<file path="src/rtl/uart_axil_pkg.sv">
// Shared opcodes, status codes and FSM state type for the UART-to-AXI-Lite
// command engine.
package uart_axil_pkg;

  localparam logic [7:0] OP_WRITE    = 8'h01;
  localparam logic [7:0] OP_READ     = 8'h02;
  localparam logic [3:0] STAT_PREFIX = 4'hA;
  localparam logic [7:0] STAT_BAD_OP = 8'hEE;

  localparam int RESP_LEN = 5;
  localparam int LEN_W    = 3;

  typedef enum logic [2:0] {
    IDLE,
    CMD_ADDR,
    CMD_DATA,
    WR_REQ,
    WR_RESP,
    RD_REQ,
    RD_RESP,
    SEND
  } state_e;

  // Byte 0 is transmitted first.
  typedef logic [RESP_LEN-1:0][7:0] resp_buf_t;

  function automatic logic [7:0] status_byte(input logic [1:0] resp);
    return {STAT_PREFIX, 2'b00, resp};
  endfunction

endpackage

</file>
<file path="src/rtl/uart_axil_resp_tx.sv">
// Response buffer plus byte serializer: load captures up to RESP_LEN bytes,
// which are then presented one at a time on out_byte/out_valid.
module uart_axil_resp_tx
  import uart_axil_pkg::*;
(
  input  logic             clk,
  input  logic             reset,
  input  logic             load,
  input  logic [LEN_W-1:0] len,
  input  resp_buf_t        data,
  output logic [7:0]       out_byte,
  output logic             out_valid,
  input  logic             out_ready,
  output logic             done
);

  resp_buf_t        resp_buf;
  logic [LEN_W-1:0] idx;
  logic [LEN_W-1:0] last;
  logic             active;

  always_ff @(posedge clk or posedge reset) begin
    if (reset) begin
      resp_buf <= '0;
      idx      <= '0;
      last     <= '0;
      active   <= 1'b0;
    end else if (load) begin
      resp_buf <= data;
      idx      <= '0;
      last     <= len - LEN_W'(1);
      active   <= 1'b1;
    end else if (active && out_ready) begin
      if (idx == last) begin
        active <= 1'b0;
      end else begin
        idx <= idx + LEN_W'(1);
      end
    end
  end

  // out_byte only moves on a handshake, so it is stable while stalled.
  assign out_valid = active;
  assign out_byte  = resp_buf[idx];
  assign done      = active && out_ready && (idx == last);

endmodule

</file>
<file path="src/rtl/uart_axil_master.sv">
// Command engine: parses framed bytes into AXI-Lite single-beat reads and
// writes and serialises the status/read data back as response bytes.
module uart_axil_master
  import uart_axil_pkg::*;
#(
  parameter int ADDR_W        = 5,
  parameter int FRAME_TIMEOUT = 100000
) (
  input  logic              clk,
  input  logic              reset,
  input  logic [7:0]        in_byte,
  input  logic              in_valid,
  output logic              in_ready,
  output logic [7:0]        out_byte,
  output logic              out_valid,
  input  logic              out_ready,
  output logic [ADDR_W-1:0] m_axil_awaddr,
  output logic [2:0]        m_axil_awprot,
  output logic              m_axil_awvalid,
  input  logic              m_axil_awready,
  output logic [31:0]       m_axil_wdata,
  output logic [3:0]        m_axil_wstrb,
  output logic              m_axil_wvalid,
  input  logic              m_axil_wready,
  input  logic [1:0]        m_axil_bresp,
  input  logic              m_axil_bvalid,
  output logic              m_axil_bready,
  output logic [ADDR_W-1:0] m_axil_araddr,
  output logic [2:0]        m_axil_arprot,
  output logic              m_axil_arvalid,
  input  logic              m_axil_arready,
  input  logic [31:0]       m_axil_rdata,
  input  logic [1:0]        m_axil_rresp,
  input  logic              m_axil_rvalid,
  output logic              m_axil_rready,
  output logic              busy,
  output logic              err_opcode,
  output logic              err_timeout
);

  localparam int               TMO_W    = (FRAME_TIMEOUT > 1) ? $clog2(FRAME_TIMEOUT) : 1;
  localparam bit               TMO_EN   = (FRAME_TIMEOUT != 0);
  localparam logic [TMO_W-1:0] TMO_LAST = TMO_W'(FRAME_TIMEOUT - 1);

  state_e              state, state_d;
  logic                is_write;
  logic [1:0]          byte_cnt;
  logic [ADDR_W-1:0]   addr_sr;
  logic [31:0]         data_sr;
  logic                aw_done, w_done;
  logic [TMO_W-1:0]    tmo_cnt;
  logic                tmo_hit;
  logic                in_fire, aw_hs, w_hs;
  logic                resp_load, resp_done;
  logic [LEN_W-1:0]    resp_len;
  resp_buf_t           resp_data;
  logic                opcode_bad, tmo_expire;

  // Every channel transfers on the cycle where valid && ready; valids are
  // driven from state only and never look at the matching ready.
  assign in_ready       = (state == IDLE) || (state == CMD_ADDR) || (state == CMD_DATA);
  assign in_fire        = in_valid && in_ready;
  assign m_axil_awvalid = (state == WR_REQ) && !aw_done;
  assign m_axil_wvalid  = (state == WR_REQ) && !w_done;
  assign m_axil_bready  = (state == WR_RESP);
  assign m_axil_arvalid = (state == RD_REQ);
  assign m_axil_rready  = (state == RD_RESP);
  assign aw_hs          = m_axil_awvalid && m_axil_awready;
  assign w_hs           = m_axil_wvalid && m_axil_wready;
  assign m_axil_awaddr  = addr_sr;
  assign m_axil_araddr  = addr_sr;
  assign m_axil_wdata   = data_sr;
  assign m_axil_awprot  = 3'b000;
  assign m_axil_arprot  = 3'b000;
  assign m_axil_wstrb   = 4'hF;
  assign busy           = (state != IDLE);
  assign tmo_hit        = TMO_EN && (tmo_cnt == TMO_LAST);

  always_comb begin
    state_d    = state;
    resp_load  = 1'b0;
    resp_len   = '0;
    resp_data  = '0;
    opcode_bad = 1'b0;
    tmo_expire = 1'b0;
    case (state)
      IDLE: begin
        if (in_fire) begin
          if (in_byte == OP_WRITE || in_byte == OP_READ) begin
            state_d = CMD_ADDR;
          end else begin
            state_d      = SEND;
            resp_load    = 1'b1;
            resp_len     = LEN_W'(1);
            resp_data[0] = STAT_BAD_OP;
            opcode_bad   = 1'b1;
          end
        end
      end
      CMD_ADDR, CMD_DATA: begin
        // An accepted byte always beats a timeout expiring in the same cycle.
        if (in_fire) begin
          if (byte_cnt == 2'd3) begin
            if (state == CMD_DATA)  state_d = WR_REQ;
            else if (is_write)      state_d = CMD_DATA;
            else                    state_d = RD_REQ;
          end
        end else if (tmo_hit) begin
          state_d    = IDLE;
          tmo_expire = 1'b1;
        end
      end
      WR_REQ: begin
        if ((aw_done || aw_hs) && (w_done || w_hs)) state_d = WR_RESP;
      end
      WR_RESP: begin
        if (m_axil_bvalid) begin
          state_d      = SEND;
          resp_load    = 1'b1;
          resp_len     = LEN_W'(1);
          resp_data[0] = status_byte(m_axil_bresp);
        end
      end
      RD_REQ: begin
        if (m_axil_arready) state_d = RD_RESP;
      end
      RD_RESP: begin
        if (m_axil_rvalid) begin
          state_d      = SEND;
          resp_load    = 1'b1;
          resp_len     = LEN_W'(RESP_LEN);
          resp_data[0] = status_byte(m_axil_rresp);
          resp_data[1] = m_axil_rdata[31:24];
          resp_data[2] = m_axil_rdata[23:16];
          resp_data[3] = m_axil_rdata[15:8];
          resp_data[4] = m_axil_rdata[7:0];
        end
      end
      SEND: begin
        if (resp_done) state_d = IDLE;
      end
      default: state_d = IDLE;
    endcase
  end

  always_ff @(posedge clk or posedge reset) begin
    if (reset) begin
      state       <= IDLE;
      is_write    <= 1'b0;
      byte_cnt    <= '0;
      addr_sr     <= '0;
      data_sr     <= '0;
      aw_done     <= 1'b0;
      w_done      <= 1'b0;
      tmo_cnt     <= '0;
      err_opcode  <= 1'b0;
      err_timeout <= 1'b0;
    end else begin
      state       <= state_d;
      err_opcode  <= opcode_bad;
      err_timeout <= tmo_expire;

      if (in_fire) begin
        if (state == IDLE) begin
          is_write <= (in_byte == OP_WRITE);
          byte_cnt <= '0;
        end else begin
          byte_cnt <= byte_cnt + 2'd1;
          if (state == CMD_ADDR) addr_sr <= ADDR_W'({addr_sr, in_byte});
          else                   data_sr <= {data_sr[23:0], in_byte};
        end
      end

      if (TMO_EN && (state == CMD_ADDR || state == CMD_DATA) && !in_fire && !tmo_hit) begin
        tmo_cnt <= tmo_cnt + TMO_W'(1);
      end else begin
        tmo_cnt <= '0;
      end

      if (state == WR_REQ) begin
        if (aw_hs) aw_done <= 1'b1;
        if (w_hs)  w_done  <= 1'b1;
      end else begin
        aw_done <= 1'b0;
        w_done  <= 1'b0;
      end
    end
  end

  uart_axil_resp_tx u_resp_tx (
    .clk       (clk),
    .reset     (reset),
    .load      (resp_load),
    .len       (resp_len),
    .data      (resp_data),
    .out_byte  (out_byte),
    .out_valid (out_valid),
    .out_ready (out_ready),
    .done      (resp_done)
  );

endmodule

</file>
<file path="config.mk">
export PLATFORM = sky130hd
export DESIGN_NAME = uart_axil_master
export DESIGN_NICKNAME = d
export VERILOG_FILES = /design/src/rtl/uart_axil_pkg.sv /design/src/rtl/uart_axil_resp_tx.sv /design/src/rtl/uart_axil_master.sv
export SDC_FILE = /design/constraint.sdc
export NUM_CORES = 1
export LEC_CHECK = 0
export CAP_MARGIN = 20
export CELL_PAD_IN_SITES_DETAIL_PLACEMENT = 1
export CELL_PAD_IN_SITES_GLOBAL_PLACEMENT = 2
export CORE_MARGIN = 8
export CORE_UTILIZATION = 34
export CTS_BUF_LIST = sky130_fd_sc_hd__clkbuf_4 sky130_fd_sc_hd__clkbuf_8 sky130_fd_sc_hd__clkbuf_16
export CTS_CLUSTER_DIAMETER = 120
export DETAILED_ROUTE_END_ITERATION = 10
export PLACE_DENSITY_LB_ADDON = 0.08
export SLEW_MARGIN = 20
export SYNTH_ARGS = -nofsm -noshare
export SYNTH_HDL_FRONTEND = slang
export SYNTH_SLANG_ARGS = --single-unit
</file>
<file path="constraint.sdc">
create_clock -name clk -period 8.7 [get_ports clk]
set_input_delay 2.61 -clock clk [delete_from_list [all_inputs] [get_ports clk]]
set_output_delay 2.61 -clock clk [all_outputs]
set_load 0.005 [all_outputs]
</file>
* Yosys cells after proc, flatten, opt, wreduce, memory -nomap -nowiden
Cells that the tools add are included.
** Storage, ports and cells
- Output and inout port bits :: 70
- Flip-flop bits (word level) :: 111
- Bits of input ports :: 53
** Operators by class
- Equal/unequal tests :: 23
- Add/sub/neg operators :: 4
- Order comparisons :: 1
- Bitwise logic cells :: 2
- Mux-type cells :: 47
- Reduce and logical (&&, ||, !) cells :: 31
** Operators by type and width (number)
- 2-to-1 mux 3 bit :: 16
- 2-to-1 mux 40 bit :: 1
- 2-to-1 mux 32 bit :: 1
- 2-to-1 mux 8 bit :: 4
- binary-select mux 8 bit (select 3 bit) :: 1
- case mux 8 bit (3 select lines) :: 1
- case mux 3 bit (7 select lines) :: 1
- 2-to-1 mux 1 bit :: 18
- adder 17 x 1 -> 17 bit, second input constant :: 1
- == test 17 bit, second input constant :: 1
- 2-to-1 mux 17 bit :: 1
- != test 2 bit, second input constant :: 7
- == test 3 bit, second input constant :: 4
- logical AND 1 bit :: 10
- case mux 3 bit (3 select lines) :: 1
- == test 8 x 1 -> 1 bit, second input constant :: 1
- == test 8 x 2 -> 1 bit, second input constant :: 1
- AND reduction 8 bit :: 1
- == test 3 x 2 -> 1 bit, second input constant :: 2
- logical OR 1 bit :: 6
- != test 3 bit, second input constant :: 2
- AND reduction 2 bit :: 3
- AND reduction 3 bit :: 2
- zero test 1 bit :: 4
- other kinds (15) :: 18

* Depth between registers and ports, before layout
- Depth after elaboration :: 8
- Depth in mapped cells :: 7
- Mapped depth without buffers :: 6

* Cells and area by module
A second synthesis with hierarchy kept.
** Second synthesis, totals
- Cell total of the unflattened synthesis :: 481
- Area, all modules :: 5590.4 um^2
** Modules (own cells, without submodules)
- uart_axil_master :: area each 3288.2 um^2, instances 1, cells each 309
- uart_axil_resp_tx :: area each 2302.2 um^2, instances 1, cells each 172

* Worst setup path after synthesis
Ideal clock, no wire load.
- Kind :: reg2out
- Start point :: reg u_resp_tx.idx[0]
- End point :: out out_byte[6]
- Path slack :: 4.633 ns
- Path buffers :: 2
- Arrival time :: 1.457 ns
- Cell stages (with the launch flop) :: 6
- Required time :: 6.090 ns
- Path through :: dfrtp_1 > buf_6 > clkbuf_1 > mux4_2 > nor2_1 > a21oi_1
** On the way
- Word-level cells in the longest chain between the ends :: 2
** RTL lines
- start, declared :: RTL line uart_axil_resp_tx.sv:18 : logic [LEN_W-1:0] idx;
- start signal, assigned :: RTL line uart_axil_resp_tx.sv:37 : idx <= idx + LEN_W'(1);
- binary-select mux 8 bit (select 3 bit) :: RTL line uart_axil_resp_tx.sv:44 : assign out_byte = resp_buf[idx];
- 2-to-1 mux 8 bit (not written as such) :: RTL line uart_axil_resp_tx.sv:44
- end, declared :: RTL line uart_axil_master.sv:14 : output logic [7:0] out_byte,
No other way between the ends. The select of a mux whose other input is x is not followed.

* Worst setup path in the final report
- Start point :: reg u_resp_tx.idx[0]
- End point :: out out_byte[3]
The elaborated chain is that of the path after synthesis.

==> results.toml <==
[run_status]
status = "complete, no violations"

[drt]
drcViolationCount = 0
first_pass_iters = 4
ant_nets = 0
wl_per_cell_um = 18.5
wl_um = 13000
drtIter0Drc = 180
vias = 3570
vias_per_cell = 5.09

[worst_setup_path]
endpoint_kind = "output port"
critical_path_arrival_ns = 2.52
path_cells = "mux4_1 -> nor2_1 -> a21oi_1 -> clkdlybuf4s50_1"
worstSetupPathType = "flip-flop to output port"
critPathLaunchType = "flip-flop"
cp_num_buf_inv = 1
reg2reg_depth = 4
cpPeakStageDelay_ns = 0.82
critical_path_required_ns = 6.09
cp.depth = 4
cp_max_fo = 17
critPathTopFamily = "flip-flops"
slowest_stage = "dfrtp_1"

[timing]
slew_violations = 0
clock_skew_ns = 0.00558
max_freq_mhz = 195
fin_tns_setup_ns = 0
min_period_ns = 5.13
period_share = 0.590
fin_ws_ns = 3.57
slew_headroom = 0.425
hold-worst-slack_ns = 0.490
hold_viol = 0
setup_viol = 0
grt_setup_unrepaired = "false"
worst-slew-pin-transition_ns = 0.863

[clock_tree]
clock-sinks = 106
clock-root-buffer = "clkbuf_16"
cts_max_path_buffers = 2
cts_resized = 0
clkLatencyLatePin_ns = 0.35
cts_setup_buffers = 0
cts_tree = "built"
ctsHoldBuffers = 0
h-tree-depth = 3
cts_buffers = 9
clkTransAtPathRegs_ns = 0.07

[synth]
synth_top_area_cell = "dfrtp_1"
seq_area_frac_synth = 0.540
synth_edf_count = 0
synth_cell_type_count = 54
syn_area_um2 = 4910
yosysMostFrequentCell = "dfrtp_1"
ys.warnings.count = 0
synthArstFlopShare = 1.00
synth_area_per_cell_um2 = 11.8
ys_top_cells_by_area = "dfrtp_1 (54%), mux2_2 (8.5%), a22o_1 (5.9%)"
syn_inst = 415
synth_common_cells = "dfrtp_1 (106), mux2_2 (37), nor2_1 (35)"
synth_flop_cell = "dfrtp_1"
synth-seq-cells = 106
netlist.area_leader.share = 0.540

[grt]
grt_usage = 0.146
grt_pass1_vias = 3860
grt_pass1_wl_um = 21100
grt_overflow = 0
antenna_found_initial = 3
grt_max_degree = 67

[floorplanning]
initial_utilization = 0.343
dieHeight_um = 136
die_w_um = 136
coreArea_um2 = 14300
fp.dieArea_um2 = 18600
ios = 123
row_count = 44

[power_and_ir_drop]
power.total_mw = 2.10
p_per_area_nw_per_um2 = 327
pwr-share-clk = 0.191
internal-power_mw = 1.40
leakage_nw = 2.76
p_sw_frac = 0.331
ir_drop_v = 0.000137
power_frac_comb = 0.407
switching_power_mw = 0.694
seq_power_share = 0.402

[cells_and_area]
nets = 569
n_antenna_cell = 0
fillers = 1564
design_area_um2 = 6420
synthToLayoutAreaGrowth_pct = 30.7
drive_gt1_frac = 0.131

[placed_design]
post_dp_cell_area_um2 = 6130
port_buffers = 112
hpwl_um = 9130
gp_congestion = 0.708
post-place-ws_ns = 3.83

[worst_hold_path]
worst_hold_path_type = "flip-flop to flip-flop"
hold_depth = 2

[run]
maxCapViolCount = 0
cells by family after synthesis:
group,share of synthesized area
compound gates,0.117
fa+ha+maj,0.00764
buf+inv,0.0527
other cells,0.00153
flops,0.540
simple gates,0.121
mux,0.129
xor+xnor,0.0321
metrics by stage:
stage	instances	utilization
global placement	686	0.429
finish	702	0.449
global route	702	0.449
detailed placement	686	0.429
CTS	702	0.449
floorplan	423	-
worst reg2reg max path: stages (launching register included):
cell and delay, ns:
dfrtp_1 0.91, xor2_1 0.17, nand3_1 0.53, nor4b_4 0.40, mux2_1 0.36
placed cells by master, fill, tap and decap left out, types with 4 or more instances in the layout:
master	netlist	routed
clkdlybuf4s50_1	0	112
dfrtp_1	106	106
nor2_1	35	35
nor3_1	5	5
mux2_1	4	4
inv_1	11	10
mux4_1	4	4
buf_4	15	4
nand2_1	26	26
mux2_2	37	37
clkbuf_16	0	9
a21oi_1	18	18
o21ai_0	8	8
xor2_1	11	11
nand3_1	13	13
nand2b_1	4	4
a22o_1	33	33
conb_1	2	10
and2_1	4	4
xnor2_1	7	7
power groups by stage:
stage          Sequential [mW]  Clock [mW]  Combinational, mW
3_5_place_dp             0.852           0              0.868
5_1_grt                  0.877       0.434              0.945
4_1_cts                  0.848       0.416              0.875
2_1_floorplan            0.767           0              0.520
3_3_place_gp             0.843           0              0.857
6_report                 0.844       0.400              0.853
state kept, by name (all words and copies together), names as in the netlist:
signal	cells
aw_done	1
byte_cnt	2
err_opcode	1
err_timeout	1
is_write	1
m_axil_araddr	5
m_axil_wdata	32
state	3
tmo_cnt	17
u_resp_tx.idx	3
u_resp_tx.last	2
u_resp_tx.out_valid	1
u_resp_tx.resp_buf	36
w_done	1
routing by layer:
layer  routed length (µm)  vias to the layer above  GRT usage
li1                     -                     1648          -
met1                 5470                     1812      0.175
met2                 6130                       89      0.228
met3                 1230                       15     0.0780
met4                  119                        6     0.0329
met5                   34                        -          0
area by class of cell:
| type | count | area (µm²) | share of cell area |
|---|---|---|---|
| multi-input combinational | 269 | 2060 | 0.320 |
| tap | 184 | 230 | 0.0358 |
| clock buffer | 12 | 254 | 0.0395 |
| clock inverter | 4 | 33.8 | 0.00526 |
| timing repair buffer | 116 | 1150 | 0.179 |
| inverter | 11 | 43.8 | 0.00682 |
| sequential | 106 | 2650 | 0.413 |
path summary, 6_finish.rpt:
kind                                                     endpoint                         startpoint  slack (ns)
worst min register to register  u_resp_tx.resp_buf[1]$_DFFE_PP0N_  u_resp_tx.resp_buf[1]$_DFFE_PP0N_        0.49
worst min-delay path            u_resp_tx.resp_buf[1]$_DFFE_PP0N_  u_resp_tx.resp_buf[1]$_DFFE_PP0N_        0.49
max in group asynchronous       u_resp_tx.resp_buf[1]$_DFFE_PP0N_                              reset        4.78
worst max-delay path                                  out_byte[3]       u_resp_tx.idx[0]$_DFFE_PP0P_        3.57
min in group asynchronous            m_axil_wdata[12]$_DFFE_PP0P_                              reset        2.64
worst max register to register               state[0]$_DFFE_PP0P_               state[0]$_DFFE_PP0P_        6.22
Power figures use the tool's default switching activity.
